<file path="src/rtl/frog_hopper.sv">
// frog_hopper: frame-rate frog movement controller.
// One grid hop per key press, animated over HOP_FRAMES frames, with per-axis
// playfield bounds, river-platform drift with side clamping, and respawn.
// Optional feature macro: FROG_AUTOREPEAT_EN (held facing key re-hops every
// REPEAT_FRAMES frames while in WAIT).
module frog_hopper #(
  parameter int COORD_W       = 11,
  parameter int STEP_X        = 40,
  parameter int STEP_Y        = 40,
  parameter int HOP_FRAMES    = 4,
  parameter int X_MIN         = 0,
  parameter int X_MAX         = 640,
  parameter int Y_MIN         = 0,
  parameter int Y_MAX         = 480,
  parameter int START_X       = 320,
  parameter int START_Y       = 440,
  parameter int FROG_W        = 40,
  parameter int FROG_H        = 40,
  parameter int CARRY_W       = 4,
  parameter int REPEAT_FRAMES = 8
) (
  input  logic               frame_clk,
  input  logic               Reset,
  input  logic               up,
  input  logic               down,
  input  logic               left,
  input  logic               right,
  input  logic               respawn,
  input  logic               carry_en,
  input  logic [CARRY_W-1:0] carry_dx,
  output logic [COORD_W-1:0] FrogX,
  output logic [COORD_W-1:0] FrogY,
  output logic [COORD_W-1:0] Frog_Width,
  output logic [COORD_W-1:0] Frog_Height,
  output logic               hopping,
  output logic [1:0]         facing,
  output logic               hop_done,
  output logic               blocked,
  output logic               edge_hit
);

  // One extra bit so that a hop past the low edge shows up as negative.
  localparam int SW    = COORD_W + 1;
  localparam int CNT_W = (HOP_FRAMES > 1) ? $clog2(HOP_FRAMES) : 1;

  localparam logic signed [SW-1:0] STEP_X_S = SW'(STEP_X);
  localparam logic signed [SW-1:0] STEP_Y_S = SW'(STEP_Y);
  localparam logic signed [SW-1:0] X_MIN_S  = SW'(X_MIN);
  localparam logic signed [SW-1:0] X_MAX_S  = SW'(X_MAX);
  localparam logic signed [SW-1:0] Y_MIN_S  = SW'(Y_MIN);
  localparam logic signed [SW-1:0] Y_MAX_S  = SW'(Y_MAX);
  localparam logic signed [SW-1:0] FROG_W_S = SW'(FROG_W);
  localparam logic signed [SW-1:0] FROG_H_S = SW'(FROG_H);
  localparam logic signed [SW-1:0] X_LIM_S  = SW'(X_MAX - FROG_W);
  localparam logic [COORD_W-1:0]   DSTEP_X  = COORD_W'(STEP_X / HOP_FRAMES);
  localparam logic [COORD_W-1:0]   DSTEP_Y  = COORD_W'(STEP_Y / HOP_FRAMES);
  localparam logic [CNT_W-1:0]     LAST_CNT = CNT_W'(HOP_FRAMES - 1);

  typedef enum logic [1:0] {IDLE, HOP, WAIT} state_t;

  state_t             state_reg, state_next;
  logic [COORD_W-1:0] x_reg, x_next, y_reg, y_next;
  logic [COORD_W-1:0] tx_reg, tx_next, ty_reg, ty_next;
  logic [CNT_W-1:0]   hop_cnt_reg, hop_cnt_next;
  logic [1:0]         facing_reg, facing_next;
  logic               hop_done_reg, hop_done_next;
  logic               blocked_reg, blocked_next;
  logic               edge_hit_reg, edge_hit_next;
`ifdef FROG_AUTOREPEAT_EN
  localparam int RPT_W = (REPEAT_FRAMES > 1) ? $clog2(REPEAT_FRAMES) : 1;
  logic [RPT_W-1:0]   rpt_cnt_reg, rpt_cnt_next;
`endif

  logic [3:0]          keys;       // indexed by facing code: up, down, left, right
  logic                key_any;
  logic [1:0]          key_dir;
  logic [1:0]          eval_dir;
  logic signed [SW-1:0] tx, ty, nx, dx_ext;
  logic                legal;
  logic                apply_drift;

  assign keys    = {right, left, down, up};
  assign key_any = |keys;

  // Key priority down > up > left > right; WAIT re-evaluates the facing direction.
  always_comb begin
    key_dir = 2'd3;
    if (down)      key_dir = 2'd1;
    else if (up)   key_dir = 2'd0;
    else if (left) key_dir = 2'd2;
    eval_dir = (state_reg == WAIT) ? facing_reg : key_dir;
  end

  // Candidate hop target and its legality, in signed arithmetic to catch underflow.
  always_comb begin
    tx = signed'({1'b0, x_reg});
    ty = signed'({1'b0, y_reg});
    case (eval_dir)
      2'd0:    ty = ty - STEP_Y_S;
      2'd1:    ty = ty + STEP_Y_S;
      2'd2:    tx = tx - STEP_X_S;
      default: tx = tx + STEP_X_S;
    endcase
    legal = (tx >= X_MIN_S) && (tx + FROG_W_S <= X_MAX_S) &&
            (ty >= Y_MIN_S) && (ty + FROG_H_S <= Y_MAX_S);
  end

  // Drift candidate position: sign-extended carry added to X.
  always_comb begin
    dx_ext = {{(SW - CARRY_W){carry_dx[CARRY_W-1]}}, carry_dx};
    nx     = signed'({1'b0, x_reg}) + dx_ext;
  end

  // Next-state, position and pulse logic.
  always_comb begin
    state_next    = state_reg;
    x_next        = x_reg;
    y_next        = y_reg;
    tx_next       = tx_reg;
    ty_next       = ty_reg;
    hop_cnt_next  = hop_cnt_reg;
    facing_next   = facing_reg;
    hop_done_next = 1'b0;
    blocked_next  = 1'b0;
    edge_hit_next = 1'b0;
    apply_drift   = 1'b0;
`ifdef FROG_AUTOREPEAT_EN
    rpt_cnt_next  = rpt_cnt_reg;
`endif
    if (respawn) begin
      x_next     = COORD_W'(START_X);
      y_next     = COORD_W'(START_Y);
      state_next = WAIT;
`ifdef FROG_AUTOREPEAT_EN
      rpt_cnt_next = '0;
`endif
    end else begin
      case (state_reg)
        IDLE: begin
          apply_drift = 1'b1;
          if (key_any) begin
            facing_next = key_dir;
            if (legal) begin
              tx_next      = tx[COORD_W-1:0];
              ty_next      = ty[COORD_W-1:0];
              hop_cnt_next = '0;
              state_next   = HOP;
              apply_drift  = 1'b0;
            end else begin
              blocked_next = 1'b1;
              state_next   = WAIT;
            end
`ifdef FROG_AUTOREPEAT_EN
            rpt_cnt_next = '0;
`endif
          end
        end
        HOP: begin
          if (hop_cnt_reg == LAST_CNT) begin
            x_next        = tx_reg;
            y_next        = ty_reg;
            hop_done_next = 1'b1;
            state_next    = WAIT;
`ifdef FROG_AUTOREPEAT_EN
            rpt_cnt_next  = '0;
`endif
          end else begin
            hop_cnt_next = hop_cnt_reg + 1'b1;
            case (facing_reg)
              2'd0:    y_next = y_reg - DSTEP_Y;
              2'd1:    y_next = y_reg + DSTEP_Y;
              2'd2:    x_next = x_reg - DSTEP_X;
              default: x_next = x_reg + DSTEP_X;
            endcase
          end
        end
        WAIT: begin
          apply_drift = 1'b1;
          if (!key_any) begin
            state_next = IDLE;
          end
`ifdef FROG_AUTOREPEAT_EN
          else if (keys[facing_reg]) begin
            if (rpt_cnt_reg == RPT_W'(REPEAT_FRAMES - 1)) begin
              rpt_cnt_next = '0;
              if (legal) begin
                tx_next      = tx[COORD_W-1:0];
                ty_next      = ty[COORD_W-1:0];
                hop_cnt_next = '0;
                state_next   = HOP;
                apply_drift  = 1'b0;
              end else begin
                blocked_next = 1'b1;
              end
            end else begin
              rpt_cnt_next = rpt_cnt_reg + 1'b1;
            end
          end
`endif
        end
        default: state_next = IDLE;
      endcase
      if (apply_drift && carry_en) begin
        if (nx < X_MIN_S) begin
          x_next        = COORD_W'(X_MIN);
          edge_hit_next = 1'b1;
        end else if (nx > X_LIM_S) begin
          x_next        = COORD_W'(X_MAX - FROG_W);
          edge_hit_next = 1'b1;
        end else begin
          x_next = nx[COORD_W-1:0];
        end
      end
    end
  end

  // State and output registers with synchronous reset.
  always_ff @(posedge frame_clk) begin
    if (Reset) begin
      state_reg    <= IDLE;
      x_reg        <= COORD_W'(START_X);
      y_reg        <= COORD_W'(START_Y);
      tx_reg       <= '0;
      ty_reg       <= '0;
      hop_cnt_reg  <= '0;
      facing_reg   <= 2'd0;
      hop_done_reg <= 1'b0;
      blocked_reg  <= 1'b0;
      edge_hit_reg <= 1'b0;
`ifdef FROG_AUTOREPEAT_EN
      rpt_cnt_reg  <= '0;
`endif
    end else begin
      state_reg    <= state_next;
      x_reg        <= x_next;
      y_reg        <= y_next;
      tx_reg       <= tx_next;
      ty_reg       <= ty_next;
      hop_cnt_reg  <= hop_cnt_next;
      facing_reg   <= facing_next;
      hop_done_reg <= hop_done_next;
      blocked_reg  <= blocked_next;
      edge_hit_reg <= edge_hit_next;
`ifdef FROG_AUTOREPEAT_EN
      rpt_cnt_reg  <= rpt_cnt_next;
`endif
    end
  end

  assign FrogX       = x_reg;
  assign FrogY       = y_reg;
  assign Frog_Width  = COORD_W'(FROG_W);
  assign Frog_Height = COORD_W'(FROG_H);
  assign hopping     = (state_reg == HOP);
  assign facing      = facing_reg;
  assign hop_done    = hop_done_reg;
  assign blocked     = blocked_reg;
  assign edge_hit    = edge_hit_reg;

endmodule

</file>
<file path="config.mk">
export PLATFORM = sky130hd
export DESIGN_NAME = frog_hopper
export DESIGN_NICKNAME = d
export VERILOG_FILES = /design/src/rtl/frog_hopper.sv
export SDC_FILE = /design/constraint.sdc
export NUM_CORES = 1
export LEC_CHECK = 0
export ABC_AREA = 0
export CAP_MARGIN = 15
export CORE_ASPECT_RATIO = 1.25
export CORE_UTILIZATION = 57
export DETAILED_ROUTE_END_ITERATION = 12
export PLACE_DENSITY = 0.93
export SLEW_MARGIN = 20
export SYNTH_ARGS = -nofsm -noshare
export SYNTH_HDL_FRONTEND = slang
export SYNTH_SLANG_ARGS = --single-unit
</file>
<file path="constraint.sdc">
create_clock -name frame_clk -period 6 [get_ports frame_clk]
set_input_delay 1.2 -clock frame_clk [delete_from_list [all_inputs] [get_ports frame_clk]]
set_output_delay 1.2 -clock frame_clk [all_outputs]
set_load 0.03 [all_outputs]
</file>
== Word level (Yosys, flattened, before mapping) ==
Cells that the tools add are included.

* Bits in registers: 53
* Bits of input ports: 12
* Output and inout bits: 50
* Word-level logic and storage cells: 105

* $add $sub $neg: 12
* $lt $le $gt $ge: 6
* Eq/ne operators: 16
* Multiplexer cells: 31
* Bitwise gates (word level): 5
* Reduce and logical (&&, ||, !) cells: 24

{| class="wikitable"
|+ Operators with widths
! kind !! count
|-
| 11-bit 2-to-1 mux || 6
|-
| 12-bit case mux with 2 select lines || 2
|-
| 11-bit case mux with 2 select lines || 2
|-
| 11-bit by 6-bit adder with 12-bit output (second input constant) || 2
|-
| 12-bit by 7-bit adder with 12-bit output (second input constant) || 2
|-
| 12-bit by 1-bit >= comparator with 1-bit output (second input constant) || 2
|-
| 11-bit by 6-bit subtractor with 12-bit output (second input constant) || 2
|-
| 11-bit by 4-bit adder with 11-bit output (second input constant) || 2
|-
| 2-bit 2-to-1 mux || 11
|-
| 11-bit by 4-bit subtractor with 11-bit output (second input constant) || 2
|-
| 12-bit by 4-bit adder with 12-bit output || 1
|-
| 12-bit by 11-bit greater-than comparator with 1-bit output (second input constant) || 1
|-
| 12-bit by 10-bit less-or-equal comparator with 1-bit output (second input constant) || 1
|-
| 12-bit by 11-bit less-or-equal comparator with 1-bit output (second input constant) || 1
|-
| 12-bit by 1-bit < comparator with 1-bit output (second input constant) || 1
|-
| 3-bit AND reduction || 3
|-
| 2-bit == test (second input constant) || 4
|-
| 2-bit inequality test (second input constant) || 4
|-
| 4-bit OR reduction || 2
|-
| 1-bit 2-to-1 mux || 7
|-
| 2-bit by 1-bit == test with 1-bit output (second input constant) || 3
|-
| 2-bit logical NOT || 3
|-
| 3-bit inequality test (second input constant) || 2
|-
| 2-bit case mux with 3 select lines || 1
|-
| other kinds (15) || 27
|}

== Longest topological paths before layout ==
Gate-level depths: netlist of run 1.

* Depth after elaboration: 19
* Mapped depth: 19

== Least setup slack after synthesis of run 1 ==
Ideal clock, no wire load.

* Kind: input -> register
* Start point: input up
* End point: register x_reg[3] (netlist: FrogX[3])
* Arrival time: 4.952 ns
* Data required time: 5.928 ns
* Slack: 0.976 ns
* Stages: 17
* Buffers on the path: 2
* Path through: nor2_2 -> mux2i_4 -> buf_2 -> nand2_1 -> inv_1 -> fa_1 -> o21ai_0 -> ha_1 -> or4_1 -> nor2_1 -> o221a_2 -> o31ai_1 -> and4_1 -> or3_1 -> buf_2 -> o311ai_4 -> mux2i_1

{| class="wikitable"
|+ RTL lines
! what !! RTL line !! source
|-
| start, declared || 24 || <nowiki>input logic up,</nowiki>
|-
| 2-bit 2-to-1 mux (*) || 89 || <nowiki>else if (up) key_dir = 2'd0;</nowiki>
|-
| 2-bit 2-to-1 mux (*) || 88 || <nowiki>if (down) key_dir = 2'd1;</nowiki>
|-
| 2-bit 2-to-1 mux (*) || 91 || <nowiki>eval_dir = (state_reg == WAIT) ? facing_reg : key_dir;</nowiki>
|-
| 2-bit by 1-bit == test with 1-bit output / 2-bit logical NOT (equally long branches) || 98 || <nowiki>case (eval_dir)</nowiki>
|-
| 12-bit case mux with 2 select lines (*) || 98 ||
|-
| named net ty[4] || 78 || <nowiki>logic signed [SW-1:0] tx, ty, nx, dx_ext;</nowiki>
|-
| 12-bit by 7-bit adder with 12-bit output / 12-bit by 1-bit >= comparator with 1-bit output (equally long branches) || 105 || <nowiki>(ty >= Y_MIN_S) && (ty + FROG_H_S <= Y_MAX_S);</nowiki>
|-
| 12-bit by 10-bit less-or-equal comparator with 1-bit output / 1-bit logical AND (equally long branches) || 105, 104 ||
|-
| 1-bit logical AND (*) || 105 ||
|-
| 1-bit 2-to-1 mux (*) || 143 || <nowiki>if (legal) begin</nowiki>
|-
| 1-bit 2-to-1 mux (*) || 141 || <nowiki>if (key_any) begin</nowiki>
|-
| 1-bit case mux with 2 select lines (*) || 138 || <nowiki>case (state_reg)</nowiki>
|-
| 1-bit 2-to-1 mux (*) || 130 || <nowiki>if (respawn) begin</nowiki>
|-
| 1-bit logical AND (*) || 203 || <nowiki>if (apply_drift && carry_en) begin</nowiki>
|-
| 3-bit by 1-bit inequality test with 1-bit output (no source line) / 2-bit nonzero test (equally long branches) || -- ||
|-
| 2-bit AND reduction (no source line) || -- ||
|-
| end signal, assigned || 221 || <nowiki>x_reg <= COORD_W'(START_X);</nowiki>
|-
| end signal, assigned || 235 || <nowiki>x_reg <= x_next;</nowiki>
|-
| end, declared || 62 || <nowiki>logic [COORD_W-1:0] x_reg, x_next, y_reg, y_next;</nowiki>
|}

Mark *: on every way through the listed nets, which the timed path passes. The rest lies on a longest branch. The select of a mux whose other input is x is not followed.
A chain may end at the register's enable or synchronous reset.

== Final worst setup path of run 1 ==
* Start point: input left
* End point: register x_reg[8] (netlist: FrogX[8])

{| class="wikitable"
|+ RTL lines
! what !! RTL line !! source
|-
| start, declared || 26 || <nowiki>input logic left,</nowiki>
|-
| 1-bit 2-to-1 mux (*) || 90 || <nowiki>else if (left) key_dir = 2'd2;</nowiki>
|-
| 2-bit 2-to-1 mux (*) || 89 ||
|-
| 2-bit 2-to-1 mux (*) || 88 ||
|-
| 2-bit 2-to-1 mux (*) || 91 ||
|-
| 2-bit by 1-bit == test with 1-bit output / 2-bit logical NOT (equally long branches) || 98 ||
|-
| 12-bit case mux with 2 select lines (*) || 98 ||
|-
| named net ty[4] || 78 ||
|-
| 12-bit by 7-bit adder with 12-bit output / 12-bit by 1-bit >= comparator with 1-bit output (equally long branches) || 105 ||
|-
| 12-bit by 10-bit less-or-equal comparator with 1-bit output / 1-bit logical AND (equally long branches) || 105, 104 ||
|-
| 1-bit logical AND (*) || 105 ||
|-
| 1-bit 2-to-1 mux (*) || 143 ||
|-
| 1-bit 2-to-1 mux (*) || 141 ||
|-
| 1-bit case mux with 2 select lines (*) || 138 ||
|-
| 1-bit 2-to-1 mux (*) || 130 ||
|-
| 1-bit logical AND (*) || 203 ||
|-
| 3-bit by 1-bit inequality test with 1-bit output (no source line) / 2-bit nonzero test (equally long branches) || -- ||
|-
| 2-bit AND reduction (no source line) || -- ||
|}

Marks and branches as above.

==> results of run 1 <==
cells by family after synthesis:
logic type / Yosys count / share of synthesized area
multiplexers: 23 / 0.0492
AND/OR/NAND/NOR: 209 / 0.209
AO/OA/AOI/OAI: 206 / 0.274
flip-flops: 53 / 0.208
XOR/XNOR: 32 / 0.0563
other: 2 / 0.00147
adder cells (fa/ha/maj): 43 / 0.111
buffers and inverters: 92 / 0.0918
final cells by class:
cell class,instances,share of cell area
multi-input combinational,535,0.662
sequential,53,0.191
timing repair buffer,50,0.0853
tap,120,0.0271
inverter,25,0.0169
clock buffer,5,0.0124
clock inverter,3,0.00451
how the worst max path moves through the flow:
stage | cells past startpoint | endpoint | start
final | 16 | FrogX[8] | left
after CTS | 16 | FrogX[8] | left
after floorplan | 17 | FrogX[3] | up
after global placement | 16 | FrogX[8] | down
after detailed placement | 16 | FrogX[8] | left
after global routing | 16 | FrogX[4] | down
placed cells by master, fill, tap and decap left out, types with 18 or more instances in the layout:
master,n
dfxtp_1,53
mux2i_1,18
conb_1,22
a21oi_1,55
xnor2_1,27
clkdlybuf4s50_1,39
nor3_1,20
a211oi_1,24
inv_1,24
a31oi_1,19
nand3_1,20
nor2_1,46
nand2_1,51
ha_1,39
o21ai_0,23
power by group through the flow:
stage | Combinational, mW | Sequential [mW] | Clock (mW)
3_5_place_dp | 0.588 | 0.414 | 0
5_1_grt | 0.655 | 0.412 | 0.226
3_3_place_gp | 0.562 | 0.413 | 0
4_1_cts | 0.591 | 0.407 | 0.215
6_report | 0.606 | 0.409 | 0.216
2_1_floorplan | 0.460 | 0.411 | 0
worst min-delay path: stages (launching register included):
cell and delay (ns):
dfxtp_1 0.33, o31ai_1 0.06, a21oi_1 0.06
layer usage:
layer	GRT usage	wire (µm)
met5	0	0
met4	0.194	745
met3	0.0399	1060
met2	0.544	6970
met1	0.343	5230
==> impl_metrics.tcl, run 1 <==
set metrics [dict create \
    setup_ws_ns 0.365 \
    die_area_um2 9350 \
    clockBufferDepth 2 \
    remaining_drc_errors 0 \
    ctsHoldBuffers 0 \
    dp.cells 783 \
    wirelength_mm 14.0 \
    core_um2 8700 \
    cp.arrival_ns 5.88 \
    synth_commonest_cells "a21oi_1 (55), dfxtp_1 (53), nand2_1 (51)" \
    tns_ns 0 \
    maxCapViolCount 0 \
    die_h_um 108 \
    vias 5249 \
    cts.reportedPaths.clkPinSlew_ns 0.10 \
    critPathMaxFanout 14 \
    grtUsageTotal 0.307 \
    ys_seq_area_frac 0.208 \
    final_hold_viol_count 0 \
    grt_overflow 0 \
    crit_required_ns 6.24 \
    worstHoldPathType "flip-flop to flip-flop" \
    routedWlPerCell_um 17.7 \
    grt_pass1_vias 5077 \
    grt_antenna_before_repair 0 \
    yosysMostFrequentCell "a21oi_1" \
    whs_ns 0.487 \
    p_int_mw 0.697 \
    ys_ff_latch 53 \
    synthesis.area_um2 5110 \
    p_sw_mw 0.534 \
    start_kind "input port" \
    fp-row-count 38 \
    port_buffers 39 \
    drtPass1Iterations 5 \
    synth_edf_count 0 \
    pin_count 62 \
    cts_tree "done" \
    regArea_um2 1060 \
    crit_type "input port to flip-flop" \
    maxSlewViolCount 0 \
    ir_drop_mv 0.151 \
    status "finished clean" \
    drt_iter0_drc 400 \
    timing.rr.end "FrogX[8]" \
    reg2reg_depth 16 \
    finalInstanceArea_um2 5550 \
    async_flop_share 0 \
    cts_max_level 2 \
    num-fill-cells 734 \
    slew_headroom 0.257 \
    rsz0062_at_grt "false" \
    synth_cell_types 74 \
    ctsResizeCount 0 \
    clockRootBuffer "clkbuf_8" \
    clock_latency_ns 0.31 \
    synth_top_area_cell "dfxtp_1" \
    powerDensity_nw_per_um2 222 \
    diodes 0 \
    power_frac_clock 0.175 \
    period_share 0.939 \
    endpoint_kind "flip-flop" \
    r2r_start "state_reg[0]" \
    postPlaceCellArea_um2 5450 \
    ys_warn_count 0 \
    synthCells 660 \
    area_delta_synth_final_pct 8.49 \
    multi_input_area_um2 3670 \
    hold_end "tx_reg[3]" \
    worst-path-buf-inv 2 \
    p_leak_nw 2.12 \
    grt_max_degree 47 \
    worstPathCellList "clkdlybuf4s50_1, o21ba_2, a21oi_1, nand2_1, inv_1, fa_1, o21ai_0, ha_1, or4_1, nor2_1, o221a_2, o31ai_1, and4_1, or3_1, o311ai_4, mux2i_1" \
    p_seq_frac 0.332 \
    drive_gt1_frac 0.0626 \
    finalSetupViolCount 0 \
    slowest_stage "or3_1" \
    routed_via_density 6.64 \
    dp_hpwl_mm 10.4 \
    yosys.area.top_type_share 0.208 \
    sw_frac_of_total 0.434 \
    fmax_mhz 177 \
    grt_pass1_wl_mm 23.0 \
    cts_buffers 5 \
    skew_ns 0.00661 \
    place_worst_setup_slack_ns 0.115 \
    critPathMaxStageDelay_ns 0.62 \
    rrSetupSlack_ns 0.94 \
    initial_core_util 0.587 \
    post_cts_buffers 0 \
    whs_path_depth 2 \
    hold_start "tx_reg[3]" \
    syn_area_per_cell_um2 7.74 \
    worstMarginPinSlew_ns 1.11 \
    fin_nets 725 \
    layout_min_cycle_time_ns 5.64 \
    totalPowerFinal_mw 1.23 \
    gp_congestion 0.952 \
    synthTopCellsByArea "dfxtp_1 (21%), ha_1 (9.5%), a21oi_1 (5.4%)" \
    chipWidth_um 86.7 \
    crit_family "compound AO/OA/AOI/OAI gates" \
    p_comb_frac 0.492 \
    clock_sinks 53 \
    ys.flop_type "dfxtp_1" \
    final_cells 791 \
    post-route-util 0.637 \
    drtAntennaViolNets 0 \
]
Power figures use the tool's default switching activity.
==> run 2, diff against run 1 <==
--- a/config.mk
+++ b/config.mk
@@ -11,4 +11,6 @@
 export CORE_UTILIZATION = 57
+export CTS_CLUSTER_DIAMETER = 80
 export DETAILED_ROUTE_END_ITERATION = 12
 export PLACE_DENSITY = 0.93
+export SETUP_SLACK_MARGIN = 0.15
 export SLEW_MARGIN = 20
--- a/constraint.sdc
+++ b/constraint.sdc
@@ -3,2 +3,2 @@
 set_output_delay 1.2 -clock frame_clk [all_outputs]
-set_load 0.03 [all_outputs]
+set_load 0.02 [all_outputs]
==> run 2 against run 1 <==
  * Critical path depth is 1 higher
  * Hold slack hardly changed
  * Final area is 0.36% higher
  * Power hardly changed
  * Combinational power hardly changed
  * Clock-buffer cell count stayed put
  * Register-to-register slack hardly changed
  * Die area stayed put
  * Clock skew is 0.0011 ns higher
  * Sequential share of layout area is 0.069 points lower
  * Sequential power hardly changed
  * Final cell count is 0.13% higher
==> impl_metrics.tcl, run 2 (synthesis results as in run 1) <==
set metrics [dict create \
    wl_met2_mm 7.09 \
    area_delta_synth_final_pct 8.89 \
    clockBufferDepth 2 \
    pin_count 62 \
    drt_iter0_drc 452 \
    grtUsageTotal 0.307 \
    die_area_um2 9350 \
    layout_min_cycle_time_ns 5.61 \
    crit_type "input port to flip-flop" \
    layout_common_cells "a21oi_1 (55), dfxtp_1 (53), nand2_1 (51)" \
    wl_met1_mm 5.26 \
    slew_headroom 0.238 \
    postPlaceCellArea_um2 5450 \
    period_share 0.935 \
    finalSetupViolCount 0 \
    drtPass1Iterations 7 \
    grt_max_degree 47 \
    finalInstanceArea_um2 5570 \
    rrSetupSlack_ns 0.95 \
    skew_ns 0.00766 \
    routed_via_density 6.68 \
    cts_max_level 2 \
    routedWlPerCell_um 17.9 \
    layout.cells.most_common "a21oi_1" \
    ctsResizeCount 0 \
    cts_tree "done" \
    fmax_mhz 178 \
    clock_sinks 53 \
    diodes 0 \
    vias 5289 \
    ctsHoldBuffers 0 \
    rsz0062_at_grt "false" \
    die_h_um 108 \
    whs_ns 0.487 \
    routed.top_layer "met4" \
    worstMarginPinSlew_ns 1.14 \
    start_kind "input port" \
    cts.reportedPaths.clkPinSlew_ns 0.11 \
    critPathMaxFanout 14 \
    grt_overflow 0 \
    endpoint_kind "flip-flop" \
    grt_pass1_vias 5077 \
    status "finished clean" \
    final_hold_viol_count 0 \
    clockRootBuffer "clkbuf_8" \
    wl_met3_mm 1.09 \
    cts_buffers 5 \
    drive_gt1_frac 0.0640 \
    clock_latency_ns 0.32 \
    crit_required_ns 6.25 \
    fp-row-count 38 \
    tns_ns 0 \
    worstHoldPathType "flip-flop to flip-flop" \
    ir_drop_mv 0.152 \
    fin_nets 726 \
    maxSlewViolCount 0 \
    grt_antenna_before_repair 0 \
    num-fill-cells 729 \
    post_cts_buffers 0 \
    powerDensity_nw_per_um2 221 \
    chipWidth_um 86.7 \
    dp_hpwl_mm 10.4 \
    port_buffers 39 \
    wirelength_mm 14.2 \
    remaining_drc_errors 0 \
    drtAntennaViolNets 0 \
    grt_pass1_wl_mm 23.0 \
    p_leak_nw 2.13 \
    initial_core_util 0.587 \
    maxCapViolCount 0 \
    cp.arrival_ns 5.86 \
    gp_congestion 0.952 \
    core_um2 8700 \
    post-route-util 0.640 \
]
run 2: changes by cell type in the layout (fill, tap and decap cells not counted):
cell,change
buf_12,+1
run 2: final cells by class:
class / instances / area (µm²) / area share
multi-input combinational: 535 / 3670 / 0.660
sequential: 53 / 1060 / 0.191
timing repair buffer: 51 / 493 / 0.0886
tap: 120 / 150 / 0.0270
inverter: 25 / 93.8 / 0.0169
clock buffer: 5 / 68.8 / 0.0124
clock inverter: 3 / 25.0 / 0.00450
run 2: path summary, 6_finish.rpt:
| kind | from | end | cells past startpoint |
|---|---|---|---|
| hold / removal | ty_reg[1] | FrogY[1] | 2 |
| setup / recovery | left | FrogX[8] | 17 |
| setup reg to reg | state_reg[0] | FrogX[8] | 17 |
| hold reg to reg | ty_reg[1] | FrogY[1] | 2 |
run 2: where the power goes:
part	internal, mW	switching, mW	total, mW
Clock	0.0854	0.132	0.218
Combinational	0.241	0.363	0.604
Sequential	0.376	0.0329	0.409
run 2: through the flow:
stage / worst slack [ns] / total power [mW] / instances
2_1_floorplan: 0.976 / 0.860 / 680
3_3_place_gp: 0.303 / 0.964 / 783
3_5_place_dp: 0.115 / 0.991 / 783
4_1_cts: 0.417 / 1.20 / 791
5_1_grt: 0.143 / 1.29 / 792
6_report: 0.390 / 1.23 / 792
run 2: routing by layer:
metal	up-vias	global-route usage
li1	2415	-
met1	2494	0.343
met3	78	0.0399
met2	302	0.544
met4	0	0.194
met5	-	0
run 2: critical path, stage by stage:
cell	delay (ns)
clkdlybuf4s50_1	0.46
o21ba_2	0.26
a21oi_1	0.29
nand2_1	0.13
inv_1	0.12
fa_1	0.42
o21ai_0	0.30
ha_1	0.28
or4_1	0.39
nor2_1	0.15
o221a_2	0.21
o31ai_1	0.05
and4_1	0.19
or3_1	0.63
o311ai_4	0.41
buf_12	0.17
mux2i_1	0.18
==> run 3, diff against run 2 <==
Settings changed: TNS_END_PERCENT set to 30.
==> results of run 3 <==
The final DEF is identical to that of run 2; final timing and power are the same.
